==> src/rtl/cla_pipe_adder.sv <==
// Pipelined carry-lookahead adder/subtractor with valid/ready handshake.
// The operands are split into STAGES slices, and each slice adds its bits in one pipeline stage.
module cla_pipe_adder #(
  parameter int WIDTH  = 16,
  parameter int STAGES = 4
) (
  input  logic             clk_i,
  input  logic             rst_i,
  input  logic             in_valid_i,
  output logic             in_ready_o,
  input  logic [WIDTH-1:0] a_i,
  input  logic [WIDTH-1:0] b_i,
  input  logic             cin_i,
  input  logic             sub_i,
  output logic             out_valid_o,
  input  logic             out_ready_i,
  output logic [WIDTH-1:0] sum_o,
  output logic             cout_o,
  output logic             ovf_o
);
  localparam int S  = WIDTH / STAGES;
  localparam int NG = S / 4;

  // Slice adder: 4-bit CLA groups, group carries from a two-level lookahead over the slice.
  function automatic logic [S:0] slice_add(input logic [S-1:0] x, input logic [S-1:0] y,
                                           input logic ci);
    logic [S-1:0]  g, p, c;
    logic [NG-1:0] gg, gp;
    logic [NG:0]   gc;
    logic          term;
    g = x & y;
    p = x ^ y;
    for (int j = 0; j < NG; j++) begin
      gg[j] = g[4*j+3] | (p[4*j+3] & g[4*j+2]) | (p[4*j+3] & p[4*j+2] & g[4*j+1]) |
              (p[4*j+3] & p[4*j+2] & p[4*j+1] & g[4*j]);
      gp[j] = &p[4*j +: 4];
    end
    gc[0] = ci;
    for (int j = 1; j <= NG; j++) begin
      term = ci;
      for (int m = 0; m < j; m++) term = term & gp[m];
      gc[j] = term;
      for (int i = 0; i < j; i++) begin
        term = gg[i];
        for (int m = i + 1; m < j; m++) term = term & gp[m];
        gc[j] = gc[j] | term;
      end
    end
    for (int j = 0; j < NG; j++) begin
      c[4*j]   = gc[j];
      c[4*j+1] = g[4*j] | (p[4*j] & gc[j]);
      c[4*j+2] = g[4*j+1] | (p[4*j+1] & g[4*j]) | (p[4*j+1] & p[4*j] & gc[j]);
      c[4*j+3] = g[4*j+2] | (p[4*j+2] & g[4*j+1]) | (p[4*j+2] & p[4*j+1] & g[4*j]) |
                 (p[4*j+2] & p[4*j+1] & p[4*j] & gc[j]);
    end
    return {gc[NG], p ^ c};
  endfunction

  logic [STAGES-1:0] vld_q, vld_d, cy_q, cy_d;
  logic [WIDTH-1:0]  sum_q [STAGES];
  logic [WIDTH-1:0]  sum_d [STAGES];
  logic [WIDTH-1:0]  opa_q [STAGES];
  logic [WIDTH-1:0]  opa_d [STAGES];
  logic [WIDTH-1:0]  opb_q [STAGES];
  logic [WIDTH-1:0]  opb_d [STAGES];
  logic              ovf_q, ovf_d;
  logic              stall;

  assign stall      = vld_q[STAGES-1] & ~out_ready_i;
  assign in_ready_o = ~stall;

  always_comb begin
    logic [WIDTH-1:0] src_a, src_b, src_s;
    logic             src_c, src_v;
    logic [S:0]       r;
    int               pk;
    vld_d = '0;
    cy_d  = '0;
    ovf_d = 1'b0;
    src_a = '0;
    src_b = '0;
    src_s = '0;
    src_c = 1'b0;
    src_v = 1'b0;
    r     = '0;
    for (int k = 0; k < STAGES; k++) begin
      sum_d[k] = '0;
      opa_d[k] = '0;
      opb_d[k] = '0;
    end
    for (int k = 0; k < STAGES; k++) begin
      pk = (k > 0) ? k - 1 : 0;
      if (k == 0) begin
        src_a = a_i;
        src_b = sub_i ? ~b_i : b_i;
        src_c = sub_i | cin_i;
        src_s = '0;
        src_v = in_valid_i;
      end else begin
        src_a = opa_q[pk];
        src_b = opb_q[pk];
        src_c = cy_q[pk];
        src_s = sum_q[pk];
        src_v = vld_q[pk];
      end
      r                  = slice_add(src_a[k*S +: S], src_b[k*S +: S], src_c);
      vld_d[k]           = src_v;
      cy_d[k]            = r[S];
      sum_d[k]           = src_s;
      sum_d[k][k*S +: S] = r[S-1:0];
      opa_d[k]           = src_a;
      opb_d[k]           = src_b;
      // The last slice holds the result MSB, so overflow is resolved there and registered.
      if (k == STAGES - 1)
        ovf_d = (src_a[WIDTH-1] == src_b[WIDTH-1]) && (r[S-1] != src_a[WIDTH-1]);
    end
  end

  always_ff @(posedge clk_i) begin
    if (rst_i) begin
      vld_q <= '0;
      cy_q  <= '0;
      ovf_q <= 1'b0;
      for (int k = 0; k < STAGES; k++) begin
        sum_q[k] <= '0;
        opa_q[k] <= '0;
        opb_q[k] <= '0;
      end
    end else if (!stall) begin
      vld_q <= vld_d;
      cy_q  <= cy_d;
      ovf_q <= ovf_d;
      for (int k = 0; k < STAGES; k++) begin
        sum_q[k] <= sum_d[k];
        opa_q[k] <= opa_d[k];
        opb_q[k] <= opb_d[k];
      end
    end
  end

  assign out_valid_o = vld_q[STAGES-1];
  assign sum_o       = sum_q[STAGES-1];
  assign cout_o      = cy_q[STAGES-1];
  assign ovf_o       = ovf_q;

endmodule

==> config.mk <==
export PLATFORM = sky130hd
export DESIGN_NAME = cla_pipe_adder
export DESIGN_NICKNAME = d
export VERILOG_FILES = /design/src/rtl/cla_pipe_adder.sv
export SDC_FILE = /design/constraint.sdc
export NUM_CORES = 1
export LEC_CHECK = 0
export ABC_CLOCK_PERIOD_IN_PS = 5400
export BUFFER_PORTS_ARGS = -buffer_cell sky130_fd_sc_hd__clkbuf_2
export CORE_MARGIN = 2
export CORE_UTILIZATION = 45
export CTS_BUF_LIST = sky130_fd_sc_hd__clkbuf_8
export DETAILED_ROUTE_END_ITERATION = 10
export PLACE_DENSITY = 0.74
export SKIP_LAST_GASP = 1
export SLEW_MARGIN = 30
export SYNTH_ARGS = -nofsm -noshare
export SYNTH_HDL_FRONTEND = slang
export SYNTH_SLANG_ARGS = --single-unit
==> constraint.sdc <==
create_clock -name clk_i -period 5.4 [get_ports clk_i]
set_input_delay 1.08 -clock clk_i [delete_from_list [all_inputs] [get_ports clk_i]]
set_output_delay 1.08 -clock clk_i [all_outputs]
set_load 0.05 [all_outputs]
### Word-level counts from Yosys, hierarchy flattened

Memories as Yosys holds them, arrays and structs flattened.
Cells that the tools add are included.

* equality and inequality tests: 2
* muxes and demuxes: 18
* bitwise operators: 129
* reduce and logical (&&, ||, !) cells: 5

Operators by type and width (count)
* two-way mux 16 bit: 13
* bitwise AND 1 bit: 61
* bitwise OR 1 bit: 53
* bitwise XOR 4 bit: 8
* bitwise AND 4 bit: 4
* inverter 16 bit: 1
* AND reduction 4 bit: 4
* two-way mux 1 bit: 5
* inverter 1 bit: 2
* equality test 1 bit: 1
* logical AND 1 bit: 1
* inequality test 1 bit: 1

* register bits after elaboration: 9
* bits in writable memories: 192
* input port bits: 38
* output and inout bits: 20
* logic and storage cells: 160
* memories: 3

Memory list
* opa_q: depth 4, bits a word 16, read ports 3, clocked after memory_dff 0, write ports 4, line 62 `logic [WIDTH-1:0] opa_q [STAGES];`
* opb_q: depth 4, bits a word 16, read ports 3, clocked after memory_dff 0, write ports 4, line 64 `logic [WIDTH-1:0] opb_q [STAGES];`
* sum_q: depth 4, bits a word 16, read ports 4, clocked after memory_dff 0, write ports 4, line 60 `logic [WIDTH-1:0] sum_q [STAGES];`

### Longest topological paths before layout

* depth in word-level cells: 9
* depth in mapped cells: 8
* gate-level depth less buffers: 6

### Worst setup path before layout

Ideal clock, no wire load.

* kind: input port to flip-flop
* start: in rst_i
* end: mem opa_q[0][10], enable pin
* setup time: 0.461 ns
* arrival: 3.501 ns
* data required time: 4.939 ns
* path slack: 1.438 ns
* cell stages on the path: 2
* path buffers: 1
* path through: clkbuf_1 nand2b_1

RTL lines
* start, declared: line 8 `input logic rst_i,`
* end, declared: line 62

### Worst setup path in the final report

* start: in out_ready_i
* end: out in_ready_o

* cells in the longest elaborated chain, start to end: 3

RTL lines
* start, declared: line 16 `input logic out_ready_i,`
* inverter 1 bit: line 69 `assign stall = vld_q[STAGES-1] & ~out_ready_i;`
* bitwise AND 1 bit: line 69
* inverter 1 bit: line 70 `assign in_ready_o = ~stall;`
* end, declared: line 10 `output logic in_ready_o,`

No other way between the ends.

==> metrics.txt <==
max-cap violation count=0; Iter 0 DRT Violations=42; Synth Area in XOR/XNOR=5.28%; Mapped Cells=305; share of cells above drive strength 1=22.1%; Post-Syn Area=0.00431 mm²; Clock Skew=0.00854 ns; Post-CTS Setup Inserts=0; # fillers=824; Post-DRT Antenna Nets=0; port bufs=57; worst vdd ir=111 µV; pwr/cell area=297 mW/mm²; Synth Net Count=363; Rows=35; sequential cell area=0.00282 mm²; worst path cell trace=clkbuf_2, nor2b_4, inv_8, clkbuf_2; Chip Height=102 µm; H-tree Lvls=3; RSZ-0062 raised after global routing=no; CTS root buf=clkbuf_8; Setup TNS=0 ns; slowest cell delay on critical path=0.31 ns; min Tclk post-route=just under 3 ns; kind of critical path=input pin to output port; critical path's most frequent cell=clkbuf_2; CP required=4.32 ns; Starting Density=between 40% and 50%; end-of-flow core utilization=52.3%; Syn-to-layout area delta=12.6%; Worst Path Arrival=1.83 ns; Peak Freq=343 MHz; Total GRT Usage=13.1%; largest family of logic cells by synthesized area=simple AND/OR/NAND/NOR gates; mux cell area share after synthesis=0.696%; top_reg_cell synth=edfxtp_1; synthesis-stage register bit count=slightly below 100; Final Slew Violations=0; TritonCTS Buffers=9; die area=a little over 0.01 mm²; Avg WL per Cell=approximately 13 µm; post-synth cell types=35; initial antenna violation count=0; CP Capture Type=output port; crit share post-route=53.9%; max_slew headroom=57.6%; final WL=6250 µm; clk buf depth=2; # IOs=58; first-pass GRT wire length=10300 µm; clock-pin slew on the worst setup and hold paths=around 0.090 ns; nets=419; Seq/Total Area, Yosys=65.4%; cts hold-fix bufs=0; status=finished, final reports clean; Worst Tran Pin Value=~0.64 ns; largest net degree at the start of global routing=48; CTS Sinks=97; GPL Wtd Cong=0.806; final setup vio count=0; worst setup margin=2.49 ns; HPWL Detailed=about 4300 µm; Post-synth EDFFs=just under 90; via count=2282; Setup WS pre-CTS=2.47 ns; overflow left after global routing=0; Final Hold Viols=0; area of the core=0.00928 mm²; multi-input combinational cell area=0.00135 mm²; Async SR Flop Fraction=0%; Pre-Repair DR Iteration Count=4; CTS resizes=0; Synth Area in Simple Gates=14.2%; Hold WS=0.465 ns; Synth Area in Compound Gates=4.50%; latest clock arrival within the worst-skew pair=0.35 ns; Hold Crit Class=register to register; Post-route DRC=0; Post-Synth Adder-Cell Area=6.50%; Leak Pwr=2.08 nW; synth warn=0; Crit-path slowest cell=nor2b_4; Antenna Cells=0; Die W=102 µm; via count of the first global-routing pass=2256; crit path max fanout=10; Post-Syn Area per Cell=14.1 µm²; CP Launch Type=input pin; CTS tree=done; Vias/cell=4.61
-- metal layers --
metal	up-vias	wire length, µm	global-route usage (%)
li1	1174	-	-
met1	1046	2760	16.1
met2	52	3100	21.6
met3	10	265	2.80
met4	0	124	7.08
met5	-	0	0
-- worst max-delay path: cells and delay by family --
kind	cells	cell delay [ns]
buf+inv	3	0.44
simple gates	1	0.31
-- layout make-up --
| class | instances | share of cell area [%] |
|---|---|---|
| multi-input combinational | 189 | 27.8 |
| clock buffer | 9 | 2.55 |
| sequential | 97 | 58.1 |
| timing repair buffer | 59 | 6.85 |
| clock inverter | 7 | 0.773 |
| inverter | 5 | 0.541 |
| tap | 129 | 3.32 |
-- cells by family after synthesis --
group | count (synthesis)
simple gates | 111
flops | 97
compound gates | 29
xor+xnor | 26
fa+ha+maj | 20
buf+inv | 19
mux | 3
-- sequential cells by signal, summed over array words and instances (netlist names) --
| register | cells |
|---|---|
| cy_q | 4 |
| opa_q | 24 |
| opb_q | 24 |
| ovf_o | 1 |
| sum_q | 40 |
| vld_q | 4 |
-- stage by stage --
stage	cell area, µm²	instances	total power, mW
after floorplan	4310	305	1.02
after global placement	4650	477	1.06
after detailed placement	4700	479	1.07
after CTS	4860	495	1.45
after global routing	4860	495	1.50
final	4860	495	1.44
-- placed cells by master, fill, tap and decap left out, types with 3 or more instances in the layout --
| cell | n |
|---|---|
| a211oi_1 | 6 |
| a21o_1 | 3 |
| a21oi_1 | 5 |
| and2_1 | 63 |
| clkbuf_2 | 57 |
| clkbuf_8 | 9 |
| clkinv_2 | 3 |
| dfxtp_1 | 9 |
| edfxtp_1 | 88 |
| fa_1 | 4 |
| ha_1 | 16 |
| inv_1 | 4 |
| mux2i_1 | 3 |
| nand2_1 | 8 |
| nor2_1 | 28 |
| nor3_1 | 4 |
| o21ai_0 | 6 |
| xnor2_1 | 18 |
| xor2_1 | 8 |
-- report_power, final --
group	switching (mW)	internal, mW	leakage, nW
logic	0.0917	0.0678	0.886
clock network	0.236	0.162	0.0799
registers	0.0147	0.873	1.12
total	0.342	1.10	2.08
-- final timing paths --
check        slack (ns)  cells after the start           end          from
max reg2reg        3.61                      5  sum_q[3][15]  opa_q[0][44]
min                0.46                      2      vld_q[2]      vld_q[2]
max                2.49                      4    in_ready_o   out_ready_i
min reg2reg        0.46                      2      vld_q[2]      vld_q[2]
-- cell usage after synthesis, types with 2 or more instances --
library cell	instances	area share, %
and2_1	63	9.1
a21o_1	3	0.52
nand3_1	2	0.23
fa_1	4	1.9
edfxtp_1	88	61
clkbuf_1	3	0.26
inv_1	4	0.35
nor2_1	28	2.4
a211oi_1	6	1.0
buf_6	8	2.1
xnor2_1	18	3.7
o21ai_0	6	0.70
nor3_1	4	0.46
o21bai_1	2	0.35
nand2_1	8	0.70
buf_2	2	0.23
dfxtp_1	9	4.2
o22ai_1	2	0.29
xor2_1	8	1.6
a21oi_1	5	0.58
ha_1	16	4.6
mux2i_1	3	0.70
Note: power is estimated with default switching activity, not from simulation.
